===== src/rtl/ks_32bit.sv =====
// ks_32bit: 32-bit Kogge-Stone parallel-prefix adder with carry-in.
// Bit-level generate/propagate feed a 5-level prefix tree (spans 1,2,4,8,16);
// the resulting group generates are the carries. Sum and carry vector are
// captured in a single output register stage with synchronous reset.
module ks_32bit (
   input  logic        clk,
   input  logic        rst,
   input  logic [31:0] a,
   input  logic [31:0] b,
   input  logic        cin,
   output logic [32:0] s,
   output logic [31:0] c
);

   localparam logic [4:0] SPAN_L1 = 5'd1;
   localparam logic [4:0] SPAN_L2 = 5'd2;
   localparam logic [4:0] SPAN_L3 = 5'd4;
   localparam logic [4:0] SPAN_L4 = 5'd8;
   localparam logic [4:0] SPAN_L5 = 5'd16;

   // One prefix level, generate half. Shifting the vector left by the span
   // aligns node i-span with node i; below the span the shifted value is
   // zero, so those nodes pass their generate through unchanged.
   function automatic logic [31:0] level_g(input logic [31:0] g_in,
                                           input logic [31:0] p_in,
                                           input logic [4:0]  span);
      return g_in | (p_in & (g_in << span));
   endfunction

   // One prefix level, propagate half. Nodes below the span are forced to
   // keep their own propagate by OR-ing in a low mask.
   function automatic logic [31:0] level_p(input logic [31:0] p_in,
                                           input logic [4:0]  span);
      logic [31:0] low_mask;
      low_mask = ~(32'hFFFF_FFFF << span);
      return p_in & ((p_in << span) | low_mask);
   endfunction

   logic [31:0] p_bit;
   logic [31:0] g_l0, p_l0;
   logic [31:0] g_l1, p_l1;
   logic [31:0] g_l2, p_l2;
   logic [31:0] g_l3, p_l3;
   logic [31:0] g_l4, p_l4;
   logic [31:0] g_l5, p_l5;
   logic [31:0] carry;
   logic [31:0] sum_bits;

   // Bit-level terms, with the carry-in folded into the bit-0 generate so
   // that every group generate G[i:0] already accounts for cin.
   always_comb begin
      p_bit   = a ^ b;
      g_l0    = a & b;
      g_l0[0] = (a[0] & b[0]) | (p_bit[0] & cin);
      p_l0    = p_bit;
   end

   // Five Kogge-Stone levels; after the last one g_l5[i] = G[i:0].
   always_comb begin
      g_l1 = level_g(g_l0, p_l0, SPAN_L1);
      p_l1 = level_p(p_l0, SPAN_L1);
      g_l2 = level_g(g_l1, p_l1, SPAN_L2);
      p_l2 = level_p(p_l1, SPAN_L2);
      g_l3 = level_g(g_l2, p_l2, SPAN_L3);
      p_l3 = level_p(p_l2, SPAN_L3);
      g_l4 = level_g(g_l3, p_l3, SPAN_L4);
      p_l4 = level_p(p_l3, SPAN_L4);
      g_l5 = level_g(g_l4, p_l4, SPAN_L5);
      p_l5 = level_p(p_l4, SPAN_L5);
   end

   // Carries and sum bits: bit i takes the carry out of bit i-1, bit 0 takes cin.
   always_comb begin
      carry    = g_l5;
      sum_bits = p_bit ^ {carry[30:0], cin};
   end

   // Output register stage; reset clears both outputs regardless of inputs.
   always_ff @(posedge clk) begin
      if (rst) begin
         s <= 33'h0_0000_0000;
         c <= 32'h0000_0000;
      end else begin
         s <= {carry[31], sum_bits};
         c <= carry;
      end
   end

endmodule


===== config.mk =====
export PLATFORM = sky130hd
export DESIGN_NAME = ks_32bit
export DESIGN_NICKNAME = d
export VERILOG_FILES = /design/src/rtl/ks_32bit.sv
export SDC_FILE = /design/constraint.sdc
export NUM_CORES = 1
export LEC_CHECK = 0
export ABC_AREA = 1
export ABC_CLOCK_PERIOD_IN_PS = 2800
export CORE_UTILIZATION = 47
export DETAILED_ROUTE_END_ITERATION = 16
export PLACE_DENSITY_LB_ADDON = 0.3
export SYNTH_ARGS = -nofsm -noshare
export SYNTH_HDL_FRONTEND = slang
export SYNTH_SLANG_ARGS = --single-unit

===== constraint.sdc =====
create_clock -name clk -period 2.8 [get_ports clk]
set_input_delay 0.42 -clock clk [delete_from_list [all_inputs] [get_ports clk]]
set_output_delay 0.42 -clock clk [all_outputs]
set_load 0.1 [all_outputs]

Word-level counts from Yosys, hierarchy flattened
Index checks and enable logic that the tools add are counted.
Cells by class
  bitwise operators: 20
Operator list (count)
  32-bit AND: 10
  32-bit bitwise OR: 5
  32-bit bitwise XOR: 2
  1-bit AND: 2
  1-bit bitwise OR: 1
Storage, ports and cells
  input port bits: 67
  register bits: 65
  output and inout port bits: 65

Logic depth before layout (Yosys ltp)
Gate-level depths: netlist (run 1).
  depth after elaboration: 14
  depth in mapped cells: 14
  mapped depth without buffers: 14

Least setup slack after synthesis (run 1)
OpenSTA, ideal clock, no wires.
  path kind: input-to-reg
  start point: in a[0]
  end point: reg s[28]
  setup time: 0.113 ns
  slack: 0.599 ns
  stages: 13
  data arrival time: 2.089 ns
  cell sequence: inv_1 fa_1 fa_1 inv_1 nand3_1 nand3_1 nand3_1 nand3_1 nand2_1 nand2_1 nand2_1 nand2_1 nor2_1
Between the ends
  cells in the longest elaborated chain, start to end: 13
RTL lines
  start: declaration: RTL line 8  | input logic [31:0] a,
  32-bit bitwise XOR: RTL line 52  | p_bit = a ^ b;
  1-bit AND: RTL line 54  | g_l0[0] = (a[0] & b[0]) | (p_bit[0] & cin);
  1-bit bitwise OR: RTL line 54
  32-bit AND: RTL line 27  | return g_in | (p_in & (g_in << span));
  32-bit bitwise OR: RTL line 27
  32-bit AND: RTL line 27
  32-bit bitwise OR: RTL line 27
  32-bit bitwise OR (*): RTL line 27
  32-bit AND (*): RTL line 27
  32-bit bitwise OR (*): RTL line 27
  32-bit AND (*): RTL line 27
  32-bit bitwise OR (*): RTL line 27
  32-bit bitwise XOR (*): RTL line 75  | sum_bits = p_bit ^ {carry[30:0], cin};
  end signal: assignment: RTL line 84  | s <= {carry[31], sum_bits};
  end: declaration: RTL line 11  | output logic [32:0] s,
Every way passes the cells marked *; elsewhere a longest branch is shown, timed or not.
A chain may end at the register's enable or synchronous reset.

Final worst setup path (run 1)
  start point: in a[0]
  end point: reg c[31]
Between the ends
  cells in the longest elaborated chain, start to end: 13
RTL lines
  32-bit bitwise XOR: RTL line 52
  1-bit AND: RTL line 54
  1-bit bitwise OR (*): RTL line 54
  32-bit AND (*): RTL line 27
  32-bit bitwise OR (*): RTL line 27
  32-bit AND (*): RTL line 27
  32-bit bitwise OR (*): RTL line 27
  32-bit AND (*): RTL line 27
  32-bit bitwise OR (*): RTL line 27
  32-bit AND (*): RTL line 27
  32-bit bitwise OR (*): RTL line 27
  32-bit AND (*): RTL line 27
  32-bit bitwise OR (*): RTL line 27
  end signal: assignment: RTL line 85  | c <= carry;
  end: declaration: RTL line 12  | output logic [31:0] c
Marked as above.

==> key figures, run 1 <==
GRT
  – Number of global-route vias before repair: 4248
  – Grt total ovfl: 0
  – Maximum number of pins on one net before global-route repair: 27
  – Number of antenna violations at the first check in global routing: 0
  – First-pass GRT wire length: 20400 um
  – Total routing usage reported by global routing: 0.299

Die
  – Height of the die: 95.8 um
  – Placeable core region: 8380 um2
  – Die area: 9180 um2
  – Number of rows in the core area: 33
  – Number of I/O pins: 132
  – Die width: 95.8 um
  – Initial Utilization: 0.493

Yosys
  – Number of synthesis warnings: 0
  – Synth top area share: 0.310
  – Register area share after synthesis: 0.310
  – Mean cell area of the mapped netlist: 6.23 um2
  – Synthesized cell area: 4140 um2
  – Largest area contributor in the netlist: sky130_fd_sc_hd__dfxtp_1
  – Post-synthesis register bit count: 64
  – Area contributors post-synth: sky130_fd_sc_hd__dfxtp_1, sky130_fd_sc_hd__nand2_1, sky130_fd_sc_hd__inv_1, sky130_fd_sc_hd__ha_1, sky130_fd_sc_hd__nor2_1
  – Area fraction in compound gates after synthesis: 0.0977
  – Basic-gate share of the synthesized area counting and, or, nand and nor cells: 0.354
  – Synth Area in Adders: 0.103
  – Main combinational cell family by area after synthesis: simple AND/OR/NAND/NOR gates
  – Gate count after technology mapping: 664
  – Net count of the mapped netlist: 764
  – Share of the synthesized netlist area taken by xor and xnor gates: 0.00212
  – Share of cell area taken by muxes after synthesis: 0
  – Count of different cell masters after synthesis: 28

STA
  – Share of the cycle needed by the critical path after routing: 0.884
  – Measured slew at the worst slew-check pin: 0.386 ns
  – Number of hold violations in the final report: 0
  – Time the worst path needs with I/O delays and setup: 2.47 ns
  – Worst hold slack after final layout: 0.781 ns
  – Worst relative slew slack: 0.743
  – Unrepaired setup endpoints after global routing: false
  – Setup-failing EPs final: 0
  – Maximum clock rate: 404 MHz
  – Number of slew-limit violations in the final report: 0

Power and ir drop
  – Switching component of the power: 1600 uW
  – Power per cell area: 654 nW/um2
  – Sw Share: 0.431
  – Clock power share: 0.300
  – Static Leakage: 0.00326 uW
  – Internal power consumption: 2120 uW
  – Combinational share of power: 0.420
  – Maximum VDD drop: 0.361 mV
  – Power consumption: 3720 uW
  – Register share of total power: 0.280

Flow run
  – Number of violations of the max-capacitance limit: 0

Route
  – Wirelength, routed: 12900 um
  – Vias per cell: 4.86
  – Remaining DRCs: 0
  – Initial detailed-routing violation count: 255
  – Number of vias in the routed layout: 4446
  – Final antenna-violating net count: 0
  – Drt pass-1 iters: 6
  – Average wire per cell in the routed design: 14.2 um

Cells and area
  – Number of nets in the finished design: 904
  – Filler cell count in the final layout: 757
  – Ratio of cells with drive above 1 in the final layout: 0.150
  – Leading cell types in the layout, fill and taps excluded: sky130_fd_sc_hd__nand2_1, sky130_fd_sc_hd__inv_1, sky130_fd_sc_hd__nor2_1
  – Area used by sequential logic in the layout: 1280 um2
  – Most common library cell in the layout ignoring fill and taps: sky130_fd_sc_hd__nand2_1
  – Count of antenna diodes in the layout: 0
  – Area growth from synthesis to final layout: 37.7%
  – Final core utilization: 0.679
  – Multi-input gate area: 2300 um2

Worst setup path
  – Worst-path fanout max: 4
  – Critical path endpoint category: flip-flop
  – Critical Path, Cell by Cell: clkdlybuf4s50_1, inv_1, fa_1, fa_1, inv_1, nand3_1, nand3_1, nand2_1, nand2_2, nand2_1, nand2_1, nand3_1, a21oi_1
  – Max incr delay on CP: 0.46 ns
  – Required time of the critical path: 3.08 ns
  – Standard cell with the maximum stage delay on the critical path: sky130_fd_sc_hd__clkdlybuf4s50_1
  – CP Launch Type: input port
  – Crit path DAT: 2.75 ns
  – Worst Setup Path Type: input port to flip-flop

Clock tree
  – Number of buffers inserted by hold repair at cts: 0
  – Register clock-pin slew on the reported worst setup and hold paths: 0.08 ns
  – Clock root buffer: sky130_fd_sc_hd__clkbuf_8
  – Number of resized instances in the post-cts repair step: 0
  – Post-CTS setup buffer count: 0
  – Clock buffers created by TritonCTS: 9
  – TritonCTS clock tree: done
  – Level count of the clock H-tree: 3
  – Clock sink count: 64
  – CTS Buffer Depth: 2

Placement
  – Port Buffer Count: 131
  – Post-DP HPWL: 10500 um
  – Last weighted congestion value of the routability-driven placer: 0.906

Hold path
  – Worst Hold Endpoint: s[0]$_SDFF_PP0_
  – Worst hold path stage count: 4
  – Path class of the lowest-slack min-delay path: input port to flip-flop
  – Worst hold path startpoint: cin

Outcome
  – Result of the run: complete, no violations
==> worst max-delay path, delay by kind of cell <==
| family | cells | cell delay, ns |
|---|---|---|
| AO/OA/AOI/OAI | 1 | 0.14 |
| adder cells (fa/ha/maj) | 2 | 0.85 |
| AND/OR/NAND/NOR | 7 | 0.70 |
| buffers and inverters | 3 | 0.65 |
==> synthesized netlist by cell type <==
cell and n:
sky130_fd_sc_hd__and2_1 1, sky130_fd_sc_hd__clkbuf_1 4, sky130_fd_sc_hd__nand3b_4 1, sky130_fd_sc_hd__ha_1 31, sky130_fd_sc_hd__nor2_1 77, sky130_fd_sc_hd__nand3_2 2, sky130_fd_sc_hd__nor3_2 1, sky130_fd_sc_hd__fa_1 2
sky130_fd_sc_hd__nand3_1 18, sky130_fd_sc_hd__a31oi_1 1, sky130_fd_sc_hd__nand4_1 4, sky130_fd_sc_hd__nand2_2 21, sky130_fd_sc_hd__inv_1 133, sky130_fd_sc_hd__o21ai_0 14, sky130_fd_sc_hd__xor2_1 1, sky130_fd_sc_hd__buf_4 2
sky130_fd_sc_hd__dfxtp_1 64, sky130_fd_sc_hd__a21oi_1 53, sky130_fd_sc_hd__o21bai_1 3, sky130_fd_sc_hd__a21oi_4 2, sky130_fd_sc_hd__buf_6 1, sky130_fd_sc_hd__buf_2 1, sky130_fd_sc_hd__nand2_1 217, sky130_fd_sc_hd__o21a_1 1
sky130_fd_sc_hd__nor3_1 2, sky130_fd_sc_hd__nand3b_2 2, sky130_fd_sc_hd__nor2_2 4, sky130_fd_sc_hd__buf_1 1
==> per-layer routing <==
layer,vias to the layer above,GRT usage,part of all wire
met3,14,0.0474,0.072
met2,174,0.484,0.45
met1,1972,0.413,0.47
met4,0,0.0759,0.0090
li1,2286,-,-
met5,-,0,0
==> through the flow <==
step	instance area, um2	instances	setup TNS (ns)	setup slack, ns
after floorplan	4140	664	0	0.599
after global placement	5420	898	0	0.0271
after detailed placement	5420	898	-0.0437	-0.0316
after CTS	5690	914	0	0.339
after global routing	5690	914	0	0.0788
final	5690	914	0	0.326
==> registers in the layout (all words and copies together) (netlist names) <==
name	count
s	32
c	32
==> layout make-up <==
cell class | count | share of cell area
Multi-Input combinational cell | 458 | 0.405
Clock inverter | 6 | 0.0242
Clock buffer | 10 | 0.0242
Timing Repair Buffer | 138 | 0.211
Inverter | 133 | 0.0877
Tap cell | 105 | 0.0231
Sequential cell | 64 | 0.225
==> cell families (layout without fill, tap and decap cells) <==
group,count (synthesis),after routing
buffers and inverters,142,287
adders and majority gates,33,33
AOI/OAI and AO/OA,74,74
DFF,64,64
and+or+nand+nor,350,350
xor gates and xnor gates,1,1
==> how the worst max path moves through the flow <==
stage,start,end,slack [ns],cells past startpoint
after floorplan,a[0],s[28]$_SDFF_PP0_,0.60,13
after global placement,a[0],s[28]$_SDFF_PP0_,0.03,14
after detailed placement,a[0],s[28]$_SDFF_PP0_,-0.03,14
after CTS,a[0],s[28]$_SDFF_PP0_,0.34,14
after global routing,a[0],s[28]$_SDFF_PP0_,0.08,14
final,a[0],c[31]$_SDFF_PP0_,0.33,13
==> power by group through the flow <==
| stage | logic [uW] | clock network, uW | registers, uW |
|---|---|---|---|
| 3_3_place_gp | 1550 | 0 | 1060 |
| 4_1_cts | 1560 | 1130 | 1040 |
| 6_report | 1570 | 1120 | 1040 |
| 5_1_grt | 1670 | 1170 | 1050 |
| 2_1_floorplan | 466 | 0 | 1750 |
| 3_5_place_dp | 1550 | 0 | 1060 |
Power figures use the tool's default switching activity.
==> inputs of run 2 (changes only) <==
--- a/config.mk
+++ b/config.mk
@@ -13,3 +13,4 @@
 export SYNTH_ARGS = -nofsm -noshare
 export SYNTH_HDL_FRONTEND = slang
 export SYNTH_SLANG_ARGS = --single-unit
+export TNS_END_PERCENT = 5
==> results of run 2 <==
Same layout as run 1: the final DEF is identical, and so are final timing and power.
==> inputs of run 3 (changes only) <==
--- a/config.mk
+++ b/config.mk
@@ -7,6 +7,7 @@
 export LEC_CHECK = 0
 export ABC_AREA = 1
 export ABC_CLOCK_PERIOD_IN_PS = 2800
+export CORE_MARGIN = 3
 export CORE_UTILIZATION = 47
 export DETAILED_ROUTE_END_ITERATION = 16
 export PLACE_DENSITY_LB_ADDON = 0.3
==> run 3 against run 2 <==
Via count is 1.8% lower. Global-route usage decreased by 4.0 points. Sequential power hardly changed. Cell area is 0.86% lower. Die area rose by 8.5%. Critical path depth grew 1. First-iteration DRC count down 13%. Non-clock buffer count unchanged. Clock power down 17%. Critical endpoint is now s[28]$_SDFF_PP0_. Highest routed layer unchanged.
==> key figures, run 3 (synthesized netlist as in run 1, its figures left out) <==
GRT
  – Met3 Usage GRT: 0.0479 (was 0.0474)
  – Total routing usage reported by global routing: 0.259 (was 0.299)
  – Number of global-route vias before repair: 4191 (was 4248)
  – Busiest grt layer: met2 (unchanged)
  – Maximum number of pins on one net before global-route repair: 29 (was 27)
  – Grt total ovfl: 0 (unchanged)
  – Number of antenna violations at the first check in global routing: 0 (unchanged)
  – First-pass GRT wire length: 20200 um (was 20400 um)
  – Met2 layer usage reported by global route: 0.411 (was 0.484)
  – Met1 track demand over resource: 0.365 (was 0.413)

Placement
  – Port Buffer Count: 131 (unchanged)
  – Placed Instances: 898 (unchanged)
  – Last weighted congestion value of the routability-driven placer: 0.925 (was 0.906)
  – Worst slack after detailed placement: -0.0233 ns (was -0.0316 ns)
  – Post-DP HPWL: 10500 um (about the same)

STA
  – Measured slew at the worst slew-check pin: 0.349 ns (was 0.386 ns)
  – Number of hold violations in the final report: 0 (unchanged)
  – Maximum clock rate: 403 MHz (was 404 MHz)
  – Worst hold slack after final layout: 0.783 ns (was 0.781 ns)
  – Setup-failing EPs final: 0 (unchanged)
  – Unrepaired setup endpoints after global routing: false (unchanged)
  – Share of the cycle needed by the critical path after routing: 0.887 (was 0.884)
  – Final critical-path setup slack: 0.316 ns (was 0.326 ns)
  – Time the worst path needs with I/O delays and setup: 2.48 ns (was 2.47 ns)
  – Number of slew-limit violations in the final report: 0 (unchanged)
  – Worst relative slew slack: 0.767 (was 0.743)

Cells and area
  – Number of nets in the finished design: 904 (unchanged)
  – Count of non-filler cells in the finished layout: 914 (unchanged)
  – Largest registers ranked by flip-flop count: c x32, s x32 (unchanged)
  – Leading cell types in the layout, fill and taps excluded: sky130_fd_sc_hd__nand2_1, sky130_fd_sc_hd__inv_1, sky130_fd_sc_hd__nor2_1 (unchanged)
  – Count of antenna diodes in the layout: 0 (unchanged)
  – Ratio of cells with drive above 1 in the final layout: 0.150 (unchanged)
  – Area growth from synthesis to final layout: 36.5% (was 37.7%)
  – Most common library cell in the layout ignoring fill and taps: sky130_fd_sc_hd__nand2_1 (unchanged)

Route
  – Number of vias in the routed layout: 4366 (was 4446)
  – Initial detailed-routing violation count: 222 (was 255)
  – Drt pass-1 iters: 7 (was 6)
  – Average wire per cell in the routed design: 13.9 um (was 14.2 um)
  – Final antenna-violating net count: 0 (unchanged)
  – Wirelength, routed: 12700 um (was 12900 um)
  – Vias per cell: 4.78 (was 4.86)
  – Remaining DRCs: 0 (unchanged)

Die
  – Die area: 9960 um2 (was 9180 um2)
  – Initial Utilization: 0.493 (unchanged)
  – Die width: 99.8 um (was 95.8 um)
  – Placeable core region: 8380 um2 (unchanged)
  – Number of rows in the core area: 33 (unchanged)
  – Height of the die: 99.8 um (was 95.8 um)
  – Number of I/O pins: 132 (unchanged)

Clock tree
  – TritonCTS clock tree: done (unchanged)
  – Number of buffers inserted by hold repair at cts: 0 (unchanged)
  – Register clock-pin slew on the reported worst setup and hold paths: 0.08 ns (about the same)
  – Number of resized instances in the post-cts repair step: 0 (unchanged)
  – Level count of the clock H-tree: 3 (unchanged)
  – Post-CTS setup buffer count: 0 (unchanged)
  – Clock sink count: 64 (unchanged)
  – Clock root buffer: sky130_fd_sc_hd__clkbuf_8 (unchanged)
  – CTS Buffer Depth: 2 (unchanged)
  – Clock buffers created by TritonCTS: 9 (unchanged)

Power and ir drop
  – Maximum VDD drop: 0.363 mV (was 0.361 mV)
  – Sw Share: 0.457 (was 0.431)
  – Static Leakage: 0.00323 uW (was 0.00326 uW)
  – Clock power share: 0.263 (was 0.300)
  – Combinational share of power: 0.442 (was 0.420)
  – Switching component of the power: 1620 uW (was 1600 uW)
  – Internal power consumption: 1920 uW (was 2120 uW)
  – Register share of total power: 0.295 (was 0.280)
  – Power per cell area: 626 nW/um2 (was 654 nW/um2)

Worst setup path
  – Worst-path fanout max: 3 (was 4)
  – Crit path DAT: 2.74 ns (was 2.75 ns)
  – Worst Setup Path Type: input port to flip-flop (unchanged)
  – Critical path endpoint category: flip-flop (unchanged)
  – CP Launch Type: input port (unchanged)
  – Required time of the critical path: 3.05 ns (was 3.08 ns)

Flow run
  – Number of violations of the max-capacitance limit: 0 (unchanged)

Outcome
  – Result of the run: complete, no violations (unchanged)

Hold path
  – Worst hold path stage count: 4 (unchanged)
  – Worst Hold Endpoint: s[0]$_SDFF_PP0_ (unchanged)
  – Path class of the lowest-slack min-delay path: input port to flip-flop (unchanged)
  – Worst hold path startpoint: cin (unchanged)
## run 3: worst max-delay path: stages
cell and delay (ns):
sky130_fd_sc_hd__clkdlybuf4s50_1 0.46, sky130_fd_sc_hd__inv_1 0.06, sky130_fd_sc_hd__fa_1 0.45, sky130_fd_sc_hd__fa_1 0.40, sky130_fd_sc_hd__inv_1 0.13, sky130_fd_sc_hd__nand3_1 0.08
sky130_fd_sc_hd__nand3_1 0.14, sky130_fd_sc_hd__nand3_1 0.09, sky130_fd_sc_hd__nand3_1 0.16, sky130_fd_sc_hd__nand2_1 0.11, sky130_fd_sc_hd__nand2_1 0.10, sky130_fd_sc_hd__nand2_1 0.05
sky130_fd_sc_hd__nand2_1 0.06, sky130_fd_sc_hd__nor2_1 0.04
## run 3: layout make-up
type                            instances  area, um2
Clock buffer                            9        124
Clock inverter                          7        103
Fill cell                             763       2740
Inverter                              133        499
Multi-Input combinational cell        458       2300
Sequential cell                        64       1280
Tap cell                              105        131
Timing Repair Buffer                  138       1200
## run 3: routing by layer
metal  wire, um  part of all wire
met1       6250              0.49
met2       5620              0.44
met3        719             0.057
met4        104            0.0082
met5          0                 0
## run 3: power by group through the flow
| stage | Combinational, uW | Clock [uW] | Sequential [uW] |
|---|---|---|---|
| 2_1_floorplan | 466 | 0 | 1750 |
| 3_3_place_gp | 1540 | 0 | 1060 |
| 3_5_place_dp | 1560 | 0 | 1060 |
| 4_1_cts | 1560 | 940 | 1040 |
| 5_1_grt | 1660 | 970 | 1050 |
| 6_report | 1560 | 928 | 1040 |
## run 3: through the flow
stage	instance area [um2]	total power, uW	utilization	TNS, ns
CTS	5640	3540	0.673	0
detailed placement	5420	2620	0.646	-0.0383
global route	5640	3680	0.673	0
floorplan	4140	2210	-	0
global placement	5420	2610	0.646	0
finish	5640	3530	0.673	0
## run 3: worst max-delay path by stage
stage,startpoint,end,slack [ns]
finish,a[0],s[28]$_SDFF_PP0_,0.32
floorplan,a[0],s[28]$_SDFF_PP0_,0.60
global route,a[0],s[16]$_SDFF_PP0_,0.09
global placement,a[0],s[28]$_SDFF_PP0_,0.03
detailed placement,a[0],s[28]$_SDFF_PP0_,-0.02
CTS,a[0],s[16]$_SDFF_PP0_,0.33
